File: src/rtl/cfu_ctrl.sv
// cfu_ctrl: issue/completion sequencer between execute and the cfu, with timeout and busy-cycle counter
module cfu_ctrl #(
  parameter int TIMEOUT = 1024
) (
  input  logic        clk_i,
  input  logic        rst_i,
  input  logic        req_i,
  input  logic [2:0]  funct3_i,
  input  logic [6:0]  funct7_i,
  input  logic [31:0] src1_i,
  input  logic [31:0] src2_i,
  input  logic [4:0]  rd_i,
  output logic        busy_o,
  output logic        done_o,
  output logic [31:0] rslt_o,
  output logic [4:0]  rd_o,
  output logic        err_o,
  output logic [31:0] perf_cnt_o,
  output logic        cfu_en_o,
  output logic [2:0]  cfu_funct3_o,
  output logic [6:0]  cfu_funct7_o,
  output logic [31:0] cfu_src1_o,
  output logic [31:0] cfu_src2_o,
  input  logic        cfu_stall_i,
  input  logic [31:0] cfu_rslt_i
);
  typedef enum logic [1:0] {IDLE, ISSUE, WAIT, DONE} state_t;
  state_t      state;
  logic [15:0] tcnt;
  logic        accept;
  assign accept = req_i && (state == IDLE || state == DONE);
  assign busy_o = req_i || state == ISSUE || state == WAIT;
  always_ff @(posedge clk_i) begin
    if (rst_i) begin
      state        <= IDLE;
      tcnt         <= '0;
      cfu_en_o     <= 1'b0;
      done_o       <= 1'b0;
      err_o        <= 1'b0;
      rslt_o       <= '0;
      rd_o         <= '0;
      perf_cnt_o   <= '0;
      cfu_funct3_o <= '0;
      cfu_funct7_o <= '0;
      cfu_src1_o   <= '0;
      cfu_src2_o   <= '0;
    end else begin
      cfu_en_o <= accept;
      done_o   <= 1'b0;
      if (state == ISSUE || state == WAIT) perf_cnt_o <= perf_cnt_o + 32'd1;
      if (accept) begin
        cfu_funct3_o <= funct3_i;
        cfu_funct7_o <= funct7_i;
        cfu_src1_o   <= src1_i;
        cfu_src2_o   <= src2_i;
        rd_o         <= rd_i;
        state        <= ISSUE;
      end else if (state == DONE) begin
        state <= IDLE;
      end else if (state == ISSUE) begin
        tcnt  <= '0;
        state <= WAIT;
      end else if (state == WAIT) begin
        if (!cfu_stall_i) begin
          rslt_o <= cfu_rslt_i;
          err_o  <= 1'b0;
          done_o <= 1'b1;
          state  <= DONE;
        end else if (tcnt == 16'(TIMEOUT - 1)) begin
          rslt_o <= '0;
          err_o  <= 1'b1;
          done_o <= 1'b1;
          state  <= DONE;
        end else begin
          tcnt <= tcnt + 16'd1;
        end
      end
    end
  end
endmodule

File: config.mk
export PLATFORM = sky130hd
export DESIGN_NAME = cfu_ctrl
export DESIGN_NICKNAME = d
export VERILOG_FILES = /design/src/rtl/cfu_ctrl.sv
export SDC_FILE = /design/constraint.sdc
export NUM_CORES = 1
export LEC_CHECK = 0
export CORE_MARGIN = 4
export CORE_UTILIZATION = 44
export CTS_CLUSTER_DIAMETER = 80
export DETAILED_ROUTE_END_ITERATION = 16
export PLACE_DENSITY = 0.81
export SETUP_SLACK_MARGIN = 0.1
export SLEW_MARGIN = 20
export SYNTH_ARGS = -nofsm -noshare
export SYNTH_HDL_FRONTEND = slang
export SYNTH_SLANG_ARGS = --single-unit
File: constraint.sdc
create_clock -name clk_i -period 7.3 [get_ports clk_i]
set_input_delay 0.73 -clock clk_i [delete_from_list [all_inputs] [get_ports clk_i]]
set_output_delay 0.73 -clock clk_i [all_outputs]
set_load 0.01 [all_outputs]
**After elaboration in Yosys (flattened, before gate mapping)**

Cells that the tools add are included.
W data, S select, Z words.

- Add/sub/neg operators: 2
- Eq/ne operators: 8
- Muxes and demuxes: 16
- Bitwise operators: 4
- Reduce and logical (&&, ||, !) cells: 15

Operators by type and width:

| kind | number |
|---|---|
| $mux W16 | 4 |
| $mux W32 | 2 |
| $add A32 B1 Y32 const B | 1 |
| $add A16 B1 Y16 const B | 1 |
| $eq A16 B10 Y1 const B | 1 |
| $reduce_and A5 Y1 | 2 |
| $mux W2 | 4 |
| $mux W1 | 6 |
| $ne A5 B1 Y1 const B | 1 |
| $reduce_or A5 Y1 | 1 |
| $eq A2 B2 Y1 const B | 2 |
| $logic_or A1 B1 Y1 | 4 |
| $not A1 Y1 | 4 |
| $reduce_and A2 Y1 | 2 |
| $reduce_bool A2 Y1 | 2 |
| $reduce_bool A4 Y1 | 1 |
| $ne A3 B1 Y1 const B | 1 |
| $reduce_or A3 Y1 | 1 |
| $eq A2 B1 Y1 const B | 1 |
| $logic_not A2 Y1 | 1 |
| $ne A2 B1 Y1 const B | 1 |
| $ne A2 B2 Y1 const B | 1 |
| $logic_and A1 B1 Y1 | 1 |

- Flip-flop bits (word level): 164
- Bits of input ports: 115
- Output and inout bits: 147
- Logic and storage cells: 58

**Logic depth before layout (Yosys ltp)**

- Word-level depth: 7
- Depth in mapped cells: 8
- Gate-level depth less buffers: 6

**Least setup slack after synthesis**

OpenSTA, ideal clock, no wires.

- Path type: reg2reg
- Start point: reg state[0]
- End point: reg perf_cnt_o[17]
- Library setup time: 0.121 ns
- Arrival time: 2.196 ns
- Data required time: 7.179 ns
- Setup slack: 4.983 ns
- Stages on the path, launching flop included: 8
- Buffers on the path: 1
- Period minus slack after synthesis: 2.317 ns
- Cells stage by stage: dfxtp_1 inv_1 ha_1 nand4b_4 or4_1 buf_2 nor4_1 mux2_2

- Cells in the longest elaborated chain, start to end: 2
- Elaborated cells between the ends (all ways): 3
- Those cells by class: eq/ne: 2; reduce/logical: 1

Ends and longest elaborated chain:

| what | RTL line | source |
|---|---|---|
| start, declared | 28 | `state_t state;` |
| start signal, assigned | 35 | `state <= IDLE;` |
| start signal, assigned | 57 | `state <= ISSUE;` |
| start signal, assigned | 59 | `state <= IDLE;` |
| $eq A2 B1 Y1 or $eq A2 B2 Y1 (tied branches) | 50 | `if (state == ISSUE \|\| state == WAIT) perf_cnt_o <= perf_cnt_o + 32'd1;` |
| $logic_or A1 B1 Y1 (*) | 50 |  |
| end signal, assigned | 50 |  |
| end, declared | 18 | `output logic [31:0] perf_cnt_o,` |

Mark *: on every way between the ends. The rest lies on a longest branch, timed or not.
A chain may end at the register's enable or synchronous reset.

**Worst setup path in the final report**

Same ends and word-level chain as after synthesis.

==> metrics.cfg <==
[outcome]
outcome = complete, no violations

[flow_run]
cap_violations = 0

[place]
place_congestion = 0.880
place_hpwl_mm = 14.1
place_area_mm2 = 0.00924
preCtsSetupSlack_ns = 4.00
port_buffers = 261

[yosys]
synth-seq-cells = 164
synth_edf_count = 0
synth.cell_area_mm2 = 0.00659
synth.largest_area_cell = dfxtp_1
synth_nets = 930
syn_area_per_cell_um2 = 8.13
yosys-top-cells-count = 211 x nand2_1, 164 x dfxtp_1, 133 x a21oi_1
synth-main-ff-cell = dfxtp_1
synth_top_area_share_pct = 49.8
ys_seq_area_share_pct = 49.8
synthTopCellsByArea = dfxtp_1 50%, nand2_1 12%, a21oi_1 10%, o21ai_0 3.0%, clkbuf_1 2.7%
synthMostInstantiatedCell = nand2_1
ys_types = 53
yosysWarningCount = 0
synthCells = 810
ys_async_sr_fraction_pct = 0

[final_layout]
areaGrowthSynthToFinish_pct = 49.6
seq_area_mm2 = 0.00328
multiInputGateArea_mm2 = 0.00303
finalNetCount = 1158
drive_gt1_share_pct = 5.15
stdcell_area_mm2 = 0.00986
fill_cells = 1140

[die]
die_w_um = 130
io_pins = 262
die_y_um = 130
start_util_pct = 45.2
row_count = 44
die_area_mm2 = 0.0170
core_area_mm2 = 0.0146

[grt]
grt.total_usage_pct = 23.4
overflow = 0
antenna_found_initial = 0
grt_pass1_wl_mm = 31.2
grt_pass1_vias = 6020
grt_max_degree = 101

[power_and_ir_drop]
ir_drop_mv = 0.213
cellPowerDensity_mw_per_mm2 = 274
p_leak_uw = 0.00343

[timing]
hold_ws_ns = 0.451
maxSlewHeadroom_pct = 31.5
worst_slew_pin_slew_ns = 1.03
fin_ws_ns = 4.33
fin_crit_sh_pct = 40.7
hold_viol = 0
period_needed_ns = 2.97
drv_slew = 0
tns_ns = 0
fmax_mhz = 337
finClkSkew_ns = 0.00668
rsz0062_at_grt = false
setup_viol = 0

[worst_setup_path]
slowest_delay_ns = 0.78
critPathKind = flip-flop to flip-flop
worstSetupStartpointType = flip-flop
worst_ep_required_time_ns = 7.61
cpMaxStageDelayCell = or4_1
critPathArrivalTime_ns = 3.27
critPathMaxFanout = 19
path_cells = inv_1, ha_1, nand4b_4, or4_1, nor4_1, mux2_2
end_kind = flip-flop

[clock_network]
cts_tree = done
clk_pin_slew_ns = 0.06
clockRootBuffer = clkbuf_16
worstSkewPairLatency_ns = 0.42
clockBufferDepth = 2
ctsResizeCount = 0
cts_htree_levels = 4
cts_setup_buffers = 0
clkSinkCount = 164
numCtsBuffers = 17
cts_hold_buffers = 0

[detailed_routing]
wirelength_mm = 20.7
dr.pass1.iters = 5
vias = 6579
drtIter0Drc = 491
via_per_inst = 5.33
ant_nets = 0
drc = 0
wl_per_cell_um = 16.7

[min_path]
hp-class = flip-flop to flip-flop

[sequential cells by signal (all words and copies together), names as in the netlist]
signal and count:
cfu_src1_o 32, done_o 1, cfu_src2_o 32, cfu_funct7_o 7
rd_o 5, state 2, perf_cnt_o 32, err_o 1
cfu_funct3_o 3, rslt_o 32, tcnt 16, cfu_en_o 1
[metal layers]
metal	GRT usage, %	vias up	wire [µm]
met4	10.3	0	680
met3	8.78	42	2100
met2	36.5	301	9770
met5	0	-	0
met1	29.0	2975	8110
li1	-	3261	-
[logic make-up (layout without fill, tap and decap cells)]
kind of cell | Yosys count | after routing | share of synthesized area, %
adders and majority gates | 5 | 5 | 0.949
DFF | 164 | 164 | 49.8
and+or+nand+nor | 343 | 343 | 24.6
AOI/OAI and AO/OA | 209 | 209 | 17.8
xor gates and xnor gates | 8 | 8 | 1.06
muxes | 8 | 8 | 1.27
buffers and inverters | 73 | 312 | 4.48
other | 0 | 1 | 0
[through the flow]
stage / total power [µW] / std cells / util, %
final: 2700 / 1234 / 67.6
after global routing: 2830 / 1233 / 67.6
after CTS: 2720 / 1233 / 67.5
after detailed placement: 1790 / 1203 / 63.3
after global placement: 1780 / 1203 / 63.3
after floorplan: 1440 / 810 / -
[final cells by class]
cell class / instances / area share, %
Clock buffer: 22 / 4.91
Tap cell: 184 / 2.34
Clock inverter: 8 / 1.26
Sequential cell: 164 / 33.3
Multi-Input combinational cell: 573 / 30.7
Timing Repair Buffer: 266 / 26.9
Antenna cell: 1 / 0.0254
Inverter: 16 / 0.609
[power breakdown]
part	switching [µW]	internal, µW
logic	395	324
registers	56.6	997
clock network	354	571
total	805	1890
[cell usage in the layout, fill, tap and decap left out, types with 6 or more instances in the layout]
| cell type | count |
|---|---|
| inv_1 | 16 |
| nor2_1 | 22 |
| o21ai_0 | 39 |
| o31ai_1 | 15 |
| nand4_1 | 14 |
| or3_1 | 12 |
| clkbuf_16 | 17 |
| buf_4 | 6 |
| clkdlybuf4s50_1 | 260 |
| or4_1 | 19 |
| a21oi_1 | 133 |
| nor3_1 | 12 |
| dfxtp_1 | 164 |
| nand2_1 | 210 |
| nand3_1 | 15 |
| nor2b_1 | 7 |
[worst max-delay path: cells and delay by family (launching register included)]
kind / cells / cell delay [ns]
simple gates: 3 / 1.51
buf+inv: 1 / 0.06
mux: 1 / 0.39
flops: 1 / 0.39
fa+ha+maj: 1 / 0.51
[path summary, 6_finish.rpt]
path | startpoint | end | slack (ns) | depth (start not counted)
setup / recovery | state[0] | perf_cnt_o[17] | 4.33 | 6
hold / removal | cfu_funct7_o[1] | cfu_funct7_o[1] | 0.45 | 2
setup reg to reg | state[0] | perf_cnt_o[17] | 4.33 | 6
hold reg to reg | cfu_funct7_o[1] | cfu_funct7_o[1] | 0.45 | 2
(Power assumes the default switching activity.)
